`src/rtl/serv_wb_arbiter.sv`:
```
// serv_wb_arbiter: shares one Wishbone master port between the SERV
// instruction bus (ibus, read-only fetch) and data bus (dbus).
//
// Ports
//   i_clk, i_rst_n          clock, synchronous active-low reset
//   i_ibus_*  / o_ibus_*    fetch master: adr, cyc in; rdt, ack, err out
//   i_dbus_*  / o_dbus_*    data master: adr, dat, sel, we, cyc in; rdt, ack, err out
//   o_wb_* / i_wb_*         shared Wishbone port towards the slave
//   o_busy                  a grant is currently held
//
// Arbitration is round-robin on ties, with a one-cycle IDLE gap after every
// transaction. Read data and acks are steered combinationally.
//
// Optional feature: define SERV_WB_ARBITER_WATCHDOG_EN to add an 8-bit
// watchdog that terminates a grant with o_<m>_err after TIMEOUT cycles
// without ack. Without the macro o_ibus_err/o_dbus_err are tied low.
module serv_wb_arbiter #(
  parameter int unsigned TIMEOUT = 255
) (
  input  logic        i_clk,
  input  logic        i_rst_n,
  // instruction bus
  input  logic [31:0] i_ibus_adr,
  input  logic        i_ibus_cyc,
  output logic [31:0] o_ibus_rdt,
  output logic        o_ibus_ack,
  output logic        o_ibus_err,
  // data bus
  input  logic [31:0] i_dbus_adr,
  input  logic [31:0] i_dbus_dat,
  input  logic [3:0]  i_dbus_sel,
  input  logic        i_dbus_we,
  input  logic        i_dbus_cyc,
  output logic [31:0] o_dbus_rdt,
  output logic        o_dbus_ack,
  output logic        o_dbus_err,
  // shared wishbone
  output logic [31:0] o_wb_adr,
  output logic [31:0] o_wb_dat,
  output logic [3:0]  o_wb_sel,
  output logic        o_wb_we,
  output logic        o_wb_cyc,
  input  logic [31:0] i_wb_rdt,
  input  logic        i_wb_ack,
  // status
  output logic        o_busy
);

  localparam int unsigned CNT_W = 8;

  typedef enum logic [1:0] {
    IDLE = 2'd0,
    IBUS = 2'd1,
    DBUS = 2'd2
  } state_t;

  state_t state;
  state_t state_nxt;
  logic   last_dbus;       // 1: dbus held the most recent grant
  logic   last_dbus_nxt;
  logic   wd_hit;          // watchdog limit reached this cycle

`ifdef SERV_WB_ARBITER_WATCHDOG_EN
  logic [CNT_W-1:0] wd_cnt;
  logic [CNT_W-1:0] wd_cnt_nxt;

  assign wd_hit = (wd_cnt == CNT_W'(TIMEOUT));

  // Counter is held at 0 in IDLE so it starts from 0 on every grant.
  always_comb begin
    wd_cnt_nxt = wd_cnt;
    if (state == IDLE) begin
      wd_cnt_nxt = '0;
    end else if (!i_wb_ack) begin
      wd_cnt_nxt = CNT_W'(wd_cnt + CNT_W'(1));
    end
  end

  always_ff @(posedge i_clk) begin
    if (!i_rst_n) begin
      wd_cnt <= '0;
    end else begin
      wd_cnt <= wd_cnt_nxt;
    end
  end
`else
  logic unused_timeout;

  assign wd_hit         = 1'b0;
  assign unused_timeout = ^CNT_W'(TIMEOUT);
`endif

  // State and round-robin flag register.
  always_ff @(posedge i_clk) begin
    if (!i_rst_n) begin
      state     <= IDLE;
      last_dbus <= 1'b0;
    end else begin
      state     <= state_nxt;
      last_dbus <= last_dbus_nxt;
    end
  end

  // Next-state logic; a grant ends on ack, on cyc drop, or on watchdog expiry.
  always_comb begin
    state_nxt     = state;
    last_dbus_nxt = last_dbus;
    case (state)
      IDLE: begin
        if (i_ibus_cyc && i_dbus_cyc) begin
          state_nxt = last_dbus ? IBUS : DBUS;
        end else if (i_ibus_cyc) begin
          state_nxt = IBUS;
        end else if (i_dbus_cyc) begin
          state_nxt = DBUS;
        end
      end
      IBUS: begin
        if (i_wb_ack || !i_ibus_cyc || wd_hit) begin
          state_nxt     = IDLE;
          last_dbus_nxt = 1'b0;
        end
      end
      DBUS: begin
        if (i_wb_ack || !i_dbus_cyc || wd_hit) begin
          state_nxt     = IDLE;
          last_dbus_nxt = 1'b1;
        end
      end
      default: begin
        state_nxt = IDLE;
      end
    endcase
  end

  // Shared bus mux; IDLE drives all request fields to zero.
  always_comb begin
    o_wb_adr = '0;
    o_wb_dat = '0;
    o_wb_sel = '0;
    o_wb_we  = 1'b0;
    o_wb_cyc = 1'b0;
    case (state)
      IBUS: begin
        o_wb_adr = i_ibus_adr;
        o_wb_sel = 4'hF;
        o_wb_cyc = i_ibus_cyc;
      end
      DBUS: begin
        o_wb_adr = i_dbus_adr;
        o_wb_dat = i_dbus_dat;
        o_wb_sel = i_dbus_sel;
        o_wb_we  = i_dbus_we;
        o_wb_cyc = i_dbus_cyc;
      end
      default: begin
      end
    endcase
  end

  assign o_ibus_rdt = i_wb_rdt;
  assign o_dbus_rdt = i_wb_rdt;

  // A real ack always wins over a simultaneous watchdog expiry.
  assign o_ibus_ack = i_wb_ack && (state == IBUS);
  assign o_dbus_ack = i_wb_ack && (state == DBUS);
  assign o_ibus_err = wd_hit && !i_wb_ack && (state == IBUS);
  assign o_dbus_err = wd_hit && !i_wb_ack && (state == DBUS);

  assign o_busy = (state != IDLE);

endmodule

```
`config.mk`:
```
export PLATFORM = sky130hd
export DESIGN_NAME = serv_wb_arbiter
export DESIGN_NICKNAME = d
export VERILOG_FILES = /design/src/rtl/serv_wb_arbiter.sv
export SDC_FILE = /design/constraint.sdc
export NUM_CORES = 1
export LEC_CHECK = 0
export ABC_AREA = 1
export BUFFER_PORTS_ARGS = -buffer_cell sky130_fd_sc_hd__buf_2
export CAP_MARGIN = 20
export CORE_AREA = 2 2 106 108
export DETAILED_ROUTE_END_ITERATION = 6
export DIE_AREA = 0 0 108 110
export PLACE_DENSITY = 0.56
export SKIP_LAST_GASP = 1
export SLEW_MARGIN = 20
export SYNTH_ARGS = -nofsm -noshare
export SYNTH_HDL_FRONTEND = slang
export SYNTH_SLANG_ARGS = --single-unit
export TNS_END_PERCENT = 1
```
`constraint.sdc`:
```
create_clock -name i_clk -period 1.5 [get_ports i_clk]
set_clock_uncertainty 0.2 [all_clocks]
set_input_delay 0.075 -clock i_clk [delete_from_list [all_inputs] [get_ports i_clk]]
set_output_delay 0.075 -clock i_clk [all_outputs]
set_load 0.005 [all_outputs]
```
==> run metrics <==
Achievable Freq between 0.5 and 0.6 GHz; drt wl/cell ~12 µm; initial DRC count 44; status complete, but fails checks; DRC 0; top_reg_cell synth dfxtp_1; Psw 942.9 µW; Reg-to-Reg End state[1]; sequential share of power 0.057; PortBufs between 150 and 200; Routed Antenna Nets 0; Post-synth ARST share 0; CTS tree built; Comb power frac 0.833; number of global-route vias before repair between 1,500 and 2,000; switching part of the total 0.4417; hpwl dp around 4.5 mm; gpl congestion about 0.71; crit path launch state[1]; reg-to-reg slack, setup ~0.07 ns; largest net degree at the start of global routing 18; die area between 10,000 and 15,000 µm²; gr ovfl total 0; Hold WC Path Type in -> reg; hold slack slightly above 0.04 ns; Leakage Power about 0.0018 µW; GRT Total Usage 0.1009; Final period util 1.118; Num CTS Buffers 3; FF/Latch Area roughly 68 µm²; H-tree depth reported by CTS 1; kind of end point of the critical path primary output; most frequent cell after synthesis nand2_1; first-pass GRT wire length 9.321 mm; # fillers 1,207; Max Slew Vio Count 0; Synth cell types 13; Antenna Cells 0; I/O Pins 277; synthesized area per cell around 5.2 µm²; clk_lat worst skew 0.22 ns; Die Y approximately 110 µm; DRT Pass-1 Iters 4; Yosys warnings 0; Die X-Extent about 110 µm; post-synth top area share 0.3250; Initial Util 0.1447; fin nets 597; Total Routed Length slightly above 7 mm; # setup viols final 62; Vias/cell 3.673; top post-synthesis cells by area buf_4, nand2_1, a21oi_1; clock share of power 0.110; worst path cell trace inv_6 > ha_4 > clkbuf_16 > nand2_1 > a21oi_1 > buf_2; worst flop-to-flop path startpoint state[1]; failing checks negative setup slack; mapped cell area between 1500 and 2000 µm²; final hold violations 0; CP Launch Type register; R2R depth 9; Synth-to-Final Area Change 84.64%; Longest Clk Path Bufs 2; worst hold path cell count 4; Cells after Synth 298; flops & latches, synth 3; number of max-cap violations 0; clock sinks 3; worst hold start i_ibus_cyc; pwr dens ~750 nW/µm²; RSZ-0062 raised after global routing yes; antenna violations before repair 0; Pint ~1200 µW; CP Max Fanout 8; share of cells above drive strength 1 0.5044; Slowest cell on crit path dfxtp_4; Post-synth top cells nand2_1, buf_4, inv_1; final worst setup slack -0.1766 ns; DP Worst Slack -0.07842 ns; area occupied by multi-input gates roughly 830 µm²; Cell Rows 38; CTS root buffer clkbuf_8; CP Data Required Time approximately 1.2 ns; Worst EP arrival around 1.4 ns; dominant cell type by area after synthesis buf_4; max incr delay on CP 0.36 ns; maximum vdd ir drop around 0.48 mV; Seq/Total Area, Yosys 0.03880; minimum clock period approximately 1.7 ns; CORE AREA between 10,000 and 15,000 µm²; Worst Hold Path EP state[1]; WS Path Type reg -> out; Worst-path clk slew 0.03 ns; via count around 2,200; Post-synth EDFFs 0
worst max-delay path: cells and delay by family (launching register included):
kind,cells,cell delay [ns]
flip-flops,1,0.36
adder cells (fa/ha/maj),1,0.25
buffers and inverters,3,0.40
AO/OA/AOI/OAI,1,0.13
AND/OR/NAND/NOR,1,0.05
sequential cells by signal, summed over array words and instances (netlist names):
signal / flops
last_dbus: 1
state: 2
cell usage in the layout (no fill, tap or decap), types with 2 or more instances in the layout:
master and n:
a21oi_1 26, a21oi_2 8, buf_12 4, buf_16 3, buf_2 178, buf_4 9
clkbuf_16 3, clkbuf_8 3, conb_1 2, dfxtp_4 2, dlygate4sd3_1 33, ha_4 4
inv_1 39, nand2_1 109, nand2_2 7, nor2_1 14, nor2_2 2
power groups by stage:
| stage | sequential, µW | clock [µW] | combinational [µW] |
|---|---|---|---|
| 6_report | 122 | 235 | 1780 |
| 5_1_grt | 125 | 249 | 1960 |
| 4_1_cts | 120 | 243 | 1680 |
| 3_5_place_dp | 107 | 0 | 1270 |
| 3_3_place_gp | 106 | 0 | 1270 |
| 2_1_floorplan | 106 | 0 | 785 |
timing repair:
item,in CTS,in global routing
gates cloned,4,3
endpoints found under the setup margin,72,74
hold buffers,33,0
hold endpoints to repair,67,0
pin swaps,1,15
resized for setup,21,14
buffers inserted,1,1
routing by layer:
layer / part of all wire / track usage / vias to the layer above
met1: 0.37 / 0.1092 / 913
met5: 0 / 0 / -
met2: 0.56 / 0.2107 / 146
li1: - / - / 1119
met4: 0.0050 / 0.01923 / 0
met3: 0.064 / 0.008818 / 4
per-stage QoR:
stage                 util  cell area (µm²)  setup TNS (ns)  cells  total power (µW)
finish              0.2671             2858          -7.900    594              2135
global route        0.2671             2858          -12.48    594              2333
global placement    0.2029             2171         -0.2095    549              1381
detailed placement  0.2029             2171          -1.439    549              1381
CTS                 0.2559             2738          -8.669    591              2047
floorplan                -             1551               0    299             890.6
how the worst max path moves through the flow:
stage | cells after the start | slack [ns] | to
floorplan | 8 | 0.06 | last_dbus
global placement | 6 | -0.04 | o_wb_sel[3]
detailed placement | 6 | -0.08 | o_wb_adr[19]
CTS | 6 | -0.17 | o_wb_adr[2]
global route | 6 | -0.24 | o_wb_adr[19]
finish | 6 | -0.18 | o_wb_adr[30]
final cells by class:
type,count,area share
clock buffers,4,0.01576
repair buffers,232,0.5495
multi-input cells,173,0.2920
inverters,42,0.05779
flip-flops and latches,3,0.02364
well taps,140,0.06130
cells by family (layout without fill, tap and decap cells):
family                     count (synthesis)  after routing  share of synthesized area
AOI/OAI and AO/OA                         34             34                     0.1099
adders and majority gates                  4              4                    0.03234
buffers and inverters                    123            278                     0.4858
DFF                                        3              3                    0.03881
other                                      1              2                   0.002423
and+or+nand+nor                          133            133                     0.3306
Power figures use the tool's default switching activity.
